[src/rtl/spi_slave_if.sv]
// rtl/spi_slave_if.sv - SPI pin bundle between an external master and spi_slave
interface spi_slave_if;
  logic sclk;
  logic cs_n;
  logic mosi;
  logic miso;
  logic miso_oe;

  modport master (
    output sclk,
    output cs_n,
    output mosi,
    input  miso,
    input  miso_oe
  );

  modport slave (
    input  sclk,
    input  cs_n,
    input  mosi,
    output miso,
    output miso_oe
  );
endinterface

[src/rtl/spi_slave.sv]
// rtl/spi_slave.sv - SPI mode-0 register slave, optional odd parity via SPI_SLAVE_PARITY_EN
module spi_slave #(
  parameter int ADDRWIDTH = 3,
  parameter int DATAWIDTH = 8
) (
  input  logic                 clk,
  input  logic                 reset_n,
  spi_slave_if.slave           spi,
  input  logic [ADDRWIDTH-1:0] loc_addr,
  output logic [DATAWIDTH-1:0] loc_rdata,
  output logic                 wr_pulse,
  output logic                 frame_err
);

`ifdef SPI_SLAVE_PARITY_EN
  localparam int PBITS = 1;
`else
  localparam int PBITS = 0;
`endif
  // Data phase length including the trailing parity bit when enabled.
  localparam int DBITS = DATAWIDTH + PBITS;
  localparam int MAXB  = (ADDRWIDTH > DBITS) ? ADDRWIDTH : DBITS;
  localparam int CW    = $clog2(MAXB + 1);
  localparam int NREGS = 2 ** ADDRWIDTH;
  localparam logic [CW-1:0] ADDR_LAST = CW'(ADDRWIDTH - 1);
  localparam logic [CW-1:0] DATA_LAST = CW'(DBITS - 1);
`ifdef SPI_SLAVE_PARITY_EN
  localparam logic [CW-1:0] DATA_END  = CW'(DATAWIDTH);
`endif

  typedef enum logic [2:0] {IDLE, CMD, ADDR, DATA, WAIT_CS} state_t;

  state_t state_q, state_d;

  logic [1:0] sclk_sync, cs_sync, mosi_sync;
  logic       sclk_d, cs_d;
  logic       sclk_s, cs_s, mosi_s;
  logic       sclk_rise, sclk_fall, cs_fall;

  logic                 rw_q;
  logic [ADDRWIDTH-1:0] addr_q, addr_in;
  logic [DATAWIDTH-1:0] data_q, data_in, commit_data;
  logic [DBITS-1:0]     tx_q;
  logic                 oe_q;
  logic [CW-1:0]        cnt_q;
  logic [DATAWIDTH-1:0] regs [NREGS];
  logic                 wr_pulse_q, frame_err_q;

  logic commit, abort, bad_par, load_tx, shift_tx;

  assign sclk_s    = sclk_sync[1];
  assign cs_s      = cs_sync[1];
  assign mosi_s    = mosi_sync[1];
  assign sclk_rise = sclk_s & ~sclk_d;
  assign sclk_fall = ~sclk_s & sclk_d;
  assign cs_fall   = ~cs_s & cs_d;

  // Shift registers with the bit currently on mosi appended at the LSB.
  assign addr_in = ADDRWIDTH'({addr_q, mosi_s});
  assign data_in = DATAWIDTH'({data_q, mosi_s});

`ifdef SPI_SLAVE_PARITY_EN
  assign commit_data = data_q;
`else
  assign commit_data = data_in;
`endif

  assign loc_rdata   = regs[loc_addr];
  assign spi.miso    = oe_q & tx_q[DBITS-1];
  assign spi.miso_oe = oe_q;
  assign wr_pulse    = wr_pulse_q;
  assign frame_err   = frame_err_q;

  // Two-flop synchronizers for the SPI pins plus one delay stage for edge detection.
  always_ff @(posedge clk or negedge reset_n) begin
    if (!reset_n) begin
      sclk_sync <= 2'b00;
      cs_sync   <= 2'b11;
      mosi_sync <= 2'b00;
      sclk_d    <= 1'b0;
      cs_d      <= 1'b1;
    end else begin
      sclk_sync <= {sclk_sync[0], spi.sclk};
      cs_sync   <= {cs_sync[0], spi.cs_n};
      mosi_sync <= {mosi_sync[0], spi.mosi};
      sclk_d    <= sclk_s;
      cs_d      <= cs_s;
    end
  end

  // Frame state register.
  always_ff @(posedge clk or negedge reset_n) begin
    if (!reset_n) state_q <= IDLE;
    else          state_q <= state_d;
  end

  // Next-state decode and per-cycle datapath strobes; a final sample beats a same-cycle cs_n rise.
  always_comb begin
    state_d  = state_q;
    commit   = 1'b0;
    abort    = 1'b0;
    bad_par  = 1'b0;
    load_tx  = 1'b0;
    shift_tx = 1'b0;
    case (state_q)
      IDLE: begin
        if (cs_fall) state_d = CMD;
      end
      CMD: begin
        if (cs_s) begin
          abort   = 1'b1;
          state_d = IDLE;
        end else if (sclk_rise) begin
          state_d = ADDR;
        end
      end
      ADDR: begin
        if (cs_s) begin
          abort   = 1'b1;
          state_d = IDLE;
        end else if (sclk_rise && cnt_q == ADDR_LAST) begin
          state_d = DATA;
          load_tx = ~rw_q;
        end
      end
      DATA: begin
        if (sclk_rise && cnt_q == DATA_LAST) begin
          state_d = WAIT_CS;
          if (rw_q) begin
`ifdef SPI_SLAVE_PARITY_EN
            if (^{rw_q, addr_q, data_q, mosi_s}) commit  = 1'b1;
            else                                 bad_par = 1'b1;
`else
            commit = 1'b1;
`endif
          end
        end else if (cs_s) begin
          abort   = 1'b1;
          state_d = IDLE;
        end else if (sclk_fall && cnt_q != '0 && !rw_q) begin
          // The first falling edge of the data phase keeps the MSB loaded at the address phase.
          shift_tx = 1'b1;
        end
      end
      WAIT_CS: begin
        if (cs_s) state_d = IDLE;
      end
      default: state_d = IDLE;
    endcase
  end

  // Bit counter, command/address/data shifting, register commit, read shifter and pulses.
  always_ff @(posedge clk or negedge reset_n) begin
    if (!reset_n) begin
      rw_q        <= 1'b0;
      addr_q      <= '0;
      data_q      <= '0;
      tx_q        <= '0;
      oe_q        <= 1'b0;
      cnt_q       <= '0;
      wr_pulse_q  <= 1'b0;
      frame_err_q <= 1'b0;
      for (int i = 0; i < NREGS; i++) regs[i] <= '0;
    end else begin
      wr_pulse_q  <= commit;
      frame_err_q <= abort | bad_par;

      if (state_d != state_q)                         cnt_q <= '0;
      else if (sclk_rise && state_q inside {ADDR, DATA}) cnt_q <= cnt_q + 1'b1;

      if (sclk_rise) begin
        case (state_q)
          CMD:  rw_q   <= mosi_s;
          ADDR: addr_q <= addr_in;
          DATA: begin
`ifdef SPI_SLAVE_PARITY_EN
            if (cnt_q < DATA_END) data_q <= data_in;
`else
            data_q <= data_in;
`endif
          end
          default: ;
        endcase
      end

      if (commit) regs[addr_q] <= commit_data;

      if (load_tx)                oe_q <= 1'b1;
      else if (state_d != DATA)   oe_q <= 1'b0;

`ifdef SPI_SLAVE_PARITY_EN
      if (load_tx)       tx_q <= {regs[addr_in], ~^{rw_q, addr_in, regs[addr_in]}};
`else
      if (load_tx)       tx_q <= regs[addr_in];
`endif
      else if (shift_tx) tx_q <= tx_q << 1;
    end
  end

endmodule

[src/flat_wrapper.sv]
// flat-port wrapper written by rule: the top's interface ports become plain ports
module spi_slave_flat 
#(
  parameter int ADDRWIDTH = 3,
  parameter int DATAWIDTH = 8
)
  (clk, reset_n, loc_addr, loc_rdata, wr_pulse, frame_err, spi_sclk, spi_cs_n, spi_mosi, spi_miso, spi_miso_oe);
  spi_slave_if spi_i ();
  input  logic clk;
  input  logic reset_n;
  input  logic [ADDRWIDTH-1:0] loc_addr;
  output logic [DATAWIDTH-1:0] loc_rdata;
  output logic wr_pulse;
  output logic frame_err;
  input wire logic [$bits(spi_i.sclk)-1:0] spi_sclk;
  input wire logic [$bits(spi_i.cs_n)-1:0] spi_cs_n;
  input wire logic [$bits(spi_i.mosi)-1:0] spi_mosi;
  output wire logic [$bits(spi_i.miso)-1:0] spi_miso;
  output wire logic [$bits(spi_i.miso_oe)-1:0] spi_miso_oe;
  assign spi_i.sclk = spi_sclk;
  assign spi_i.cs_n = spi_cs_n;
  assign spi_i.mosi = spi_mosi;
  assign spi_miso = spi_i.miso;
  assign spi_miso_oe = spi_i.miso_oe;
  spi_slave #(.ADDRWIDTH(ADDRWIDTH), .DATAWIDTH(DATAWIDTH)) u_core (.clk(clk), .reset_n(reset_n), .spi(spi_i), .loc_addr(loc_addr), .loc_rdata(loc_rdata), .wr_pulse(wr_pulse), .frame_err(frame_err));
endmodule
[config.mk]
export PLATFORM = sky130hd
export DESIGN_NAME = spi_slave_flat
export DESIGN_NICKNAME = d
export VERILOG_FILES = /design/src/rtl/spi_slave_if.sv /design/src/rtl/spi_slave.sv /design/src/flat_wrapper.sv
export SDC_FILE = /design/constraint.sdc
export NUM_CORES = 1
export LEC_CHECK = 0
export ABC_AREA = 1
export CORE_MARGIN = 2
export CORE_UTILIZATION = 45
export CTS_CLUSTER_SIZE = 28
export DETAILED_ROUTE_END_ITERATION = 10
export GPL_TIMING_DRIVEN = 1
export MAX_ROUTING_LAYER = met4
export PLACE_DENSITY = 0.6
export SLEW_MARGIN = 40
export SYNTH_ARGS = -nofsm -noshare
export SYNTH_HDL_FRONTEND = slang
export SYNTH_SLANG_ARGS = --single-unit
[constraint.sdc]
create_clock -name clk -period 5 [get_ports clk]
set_input_delay 1 -clock clk [delete_from_list [all_inputs] [get_ports clk]]
set_output_delay 1 -clock clk [all_outputs]
set_load 0.05 [all_outputs]
==> results.py <==
metrics = {
    "status": {
        "run_status": "completed",
    },
    "run": {
        "cap_viol_max_count": 0,
    },
    "timing": {
        "max_freq_mhz": 246,
        "skew_ps": 5.89,
        "fin_crit_ps": 4060,
        "setup_viol": 0,
        "hold_viol_final": 0,
        "setup_tns_ps": 0,
        "min_period_over_period_pct": 81.3,
        "holdWs_ps": 356,
        "slew_viol_final": 0,
        "worstMarginPinSlew_ps": 804,
        "slew_headroom_pct": 46.3,
        "rsz0062_at_grt": "no",
    },
    "clocking": {
        "cts_hold_buffers": 0,
        "cts_tree": "built",
        "cts_buffers": 9,
        "clock-root-buffer": "clkbuf_16",
        "cts_setup_buffers": 0,
        "clock_sinks": 101,
        "cts_resized": 0,
        "cts.clk_slew.worst_paths_ps": 60,
        "clk_path_buf_depth": 2,
        "clk_latency_ps": 360,
        "htree_levels": 3,
    },
    "power": {
        "vdd_drop_max_mv": 0.460,
        "p_per_area_nw_per_um2": 348,
        "total_power_w": 0.00203,
        "p_leak_nw": 2.43,
    },
    "drt": {
        "drtIter0Drc": 351,
        "drc": 0,
        "drt-pass1-iter-count": 6,
        "vias_per_cell": 5.49,
        "totalWireLength_um": 13200,
        "wl_per_cell_um": 16.9,
        "ant_nets": 0,
        "route.vias.total": 4274,
    },
    "synth": {
        "synth.top_cell.area_share_pct": 47.0,
        "ys_seq_area_share_pct": 48.5,
        "synth_area_leaders": "dfrtp_1 (47%), o21ai_0 (8.5%), nand2_1 (8.4%)",
        "synth.distinct_cells": 28,
        "yosysWarnings": 0,
        "synth_top_area_cell": "dfrtp_1",
        "synth_area_per_cell_um2": 8.32,
        "syn_nets": 638,
        "synth_cells": 627,
        "ys_ff_latch": 101,
        "syn_area_um2": 5220,
    },
    "worst_hold_path": {
        "min_path_type": "register to register",
        "worstHoldPathCells": 0,
    },
    "layout": {
        "n_fill_cell": 1080,
        "syn_to_final_growth_pct": 12.0,
        "seq_area_um2": 2530,
        "drive_above_1_share_pct": 9.76,
        "multi_input_area_um2": 2290,
        "fin_nets": 641,
    },
    "floorplanning": {
        "row_count": 39,
        "core_area_um2": 11400,
        "start_util_pct": 45.9,
        "io_pins": 20,
        "die-area_um2": 12500,
        "die_h_um": 112,
        "die_x_um": 112,
    },
    "global_routing": {
        "grt_usage_pct": 22.9,
        "grt_pass1_vias": 4113,
        "grt_start_max_net_pins": 66,
        "grt_antenna_before_repair": 1,
        "overflow": 0,
        "grt_pass1_wl_um": 21500,
    },
    "setup_path": {
        "reg2regPathDepth": 6,
        "startpoint_type": "primary input",
        "cp.arrival_ps": 3060,
        "r2r_slack_ps": 2830,
        "endpoint_kind": "output port",
        "worstSetupPathType": "primary input to output port",
        "required_ps": 4000,
        "worstPathMaxFanout": 21,
    },
    "placement": {
        "globalplace.congestion": 0.892,
        "dp_hpwl_um": 9320,
        "portBuffers": 19,
    },
}
## through the flow
stage | worst slack, ps | util [%] | cells | instance area [um2]
6_report | 936 | 51.4 | 779 | 5840
2_1_floorplan | 1370 | - | 627 | 5220
3_3_place_gp | 1000 | 48.5 | 762 | 5520
3_5_place_dp | 941 | 48.5 | 762 | 5520
5_1_grt | 756 | 51.4 | 779 | 5840
4_1_cts | 934 | 51.3 | 778 | 5830
## area by class of cell
type / count / area share, %
Inverter: 55 / 3.58
Clock buffer: 10 / 3.92
Clock inverter: 6 / 1.50
Tap cell: 143 / 3.06
Antenna cell: 1 / 0.0428
Timing Repair Buffer: 24 / 5.29
Sequential cell: 101 / 43.3
Multi-Input combinational cell: 439 / 39.3
## worst paths after layout
| path | from | end |
|---|---|---|
| max | loc_addr[1] | loc_rdata[0] |
| min | u_core.cs_sync[0] | u_core.cs_sync[1] |
| max reg2reg | u_core.mosi_sync[1] | u_core.tx_q[3] |
| min reg2reg | u_core.cs_sync[0] | u_core.cs_sync[1] |
| max in group asynchronous | reset_n | u_core.regs[54] |
| min in group asynchronous | reset_n | u_core.state_q[0] |
## worst max-delay path, stage by stage
cell             delay (ps)
clkdlybuf4s50_1         960
inv_1                   360
nor2_1                  160
o21ai_0                  80
a31oi_1                 310
buf_12                  180
## cell usage after synthesis (all sizes together)
cell type and n:
o21ai 153, buf 10, clkinv 1, dfstp 3, o211ai 18, nor2 54, a21oi 41, nand3 28
o221ai 1, xor2 3, inv 54, ha 3, nand2 121, clkbuf 22, a31oi 10, dfrtp 98
nor3 1, nand4 6
## cell families after synthesis
family                     share of synthesized area [%]
AOI/OAI and AO/OA                                   23.1
and+or+nand+nor                                     19.6
DFF                                                 48.5
buffers and inverters                               7.51
xor gates and xnor gates                           0.504
adders and majority gates                          0.720
## sequential cells by signal, indices dropped and copies added (netlist names)
name / cells
u_core.wr_pulse: 1
u_core.sclk_sync: 2
u_core.frame_err: 1
u_core.cs_d: 1
u_core.state_q: 3
u_core.tx_q: 8
u_core.rw_q: 1
u_core.cnt_q: 4
u_core.mosi_sync: 2
u_core.spi.miso_oe: 1
u_core.data_q: 7
u_core.addr_q: 3
u_core.cs_sync: 2
u_core.regs: 64
u_core.sclk_d: 1
## placed cells by master, fill, tap and decap left out, types with 9 or more instances in the layout
| cell type | instances |
|---|---|
| o211ai_1 | 18 |
| nand2_1 | 117 |
| a31oi_1 | 10 |
| clkdlybuf4s50_1 | 10 |
| o21ai_1 | 56 |
| inv_1 | 50 |
| dfrtp_1 | 98 |
| nand3_4 | 9 |
| nor2_1 | 49 |
| a21oi_1 | 41 |
| clkbuf_16 | 9 |
| o21ai_0 | 89 |
| nand3_1 | 19 |
## where the power goes
part           switching (W)  internal (W)  total (W)
Sequential         0.0000302      0.000846   0.000876
Clock               0.000311      0.000438   0.000749
Combinational       0.000294      0.000117   0.000410
## metal layers
layer | routed length (um) | share of wire (%) | track usage, % | vias to the layer above
li1 | - | - | - | 2117
met1 | 5860 | 44 | 28.2 | 2020
met2 | 6190 | 47 | 36.6 | 107
met3 | 742 | 5.6 | 5.55 | 30
met4 | 384 | 2.9 | 9.14 | 0
met5 | 0 | 0 | - | -
(Power assumes the default switching activity.)
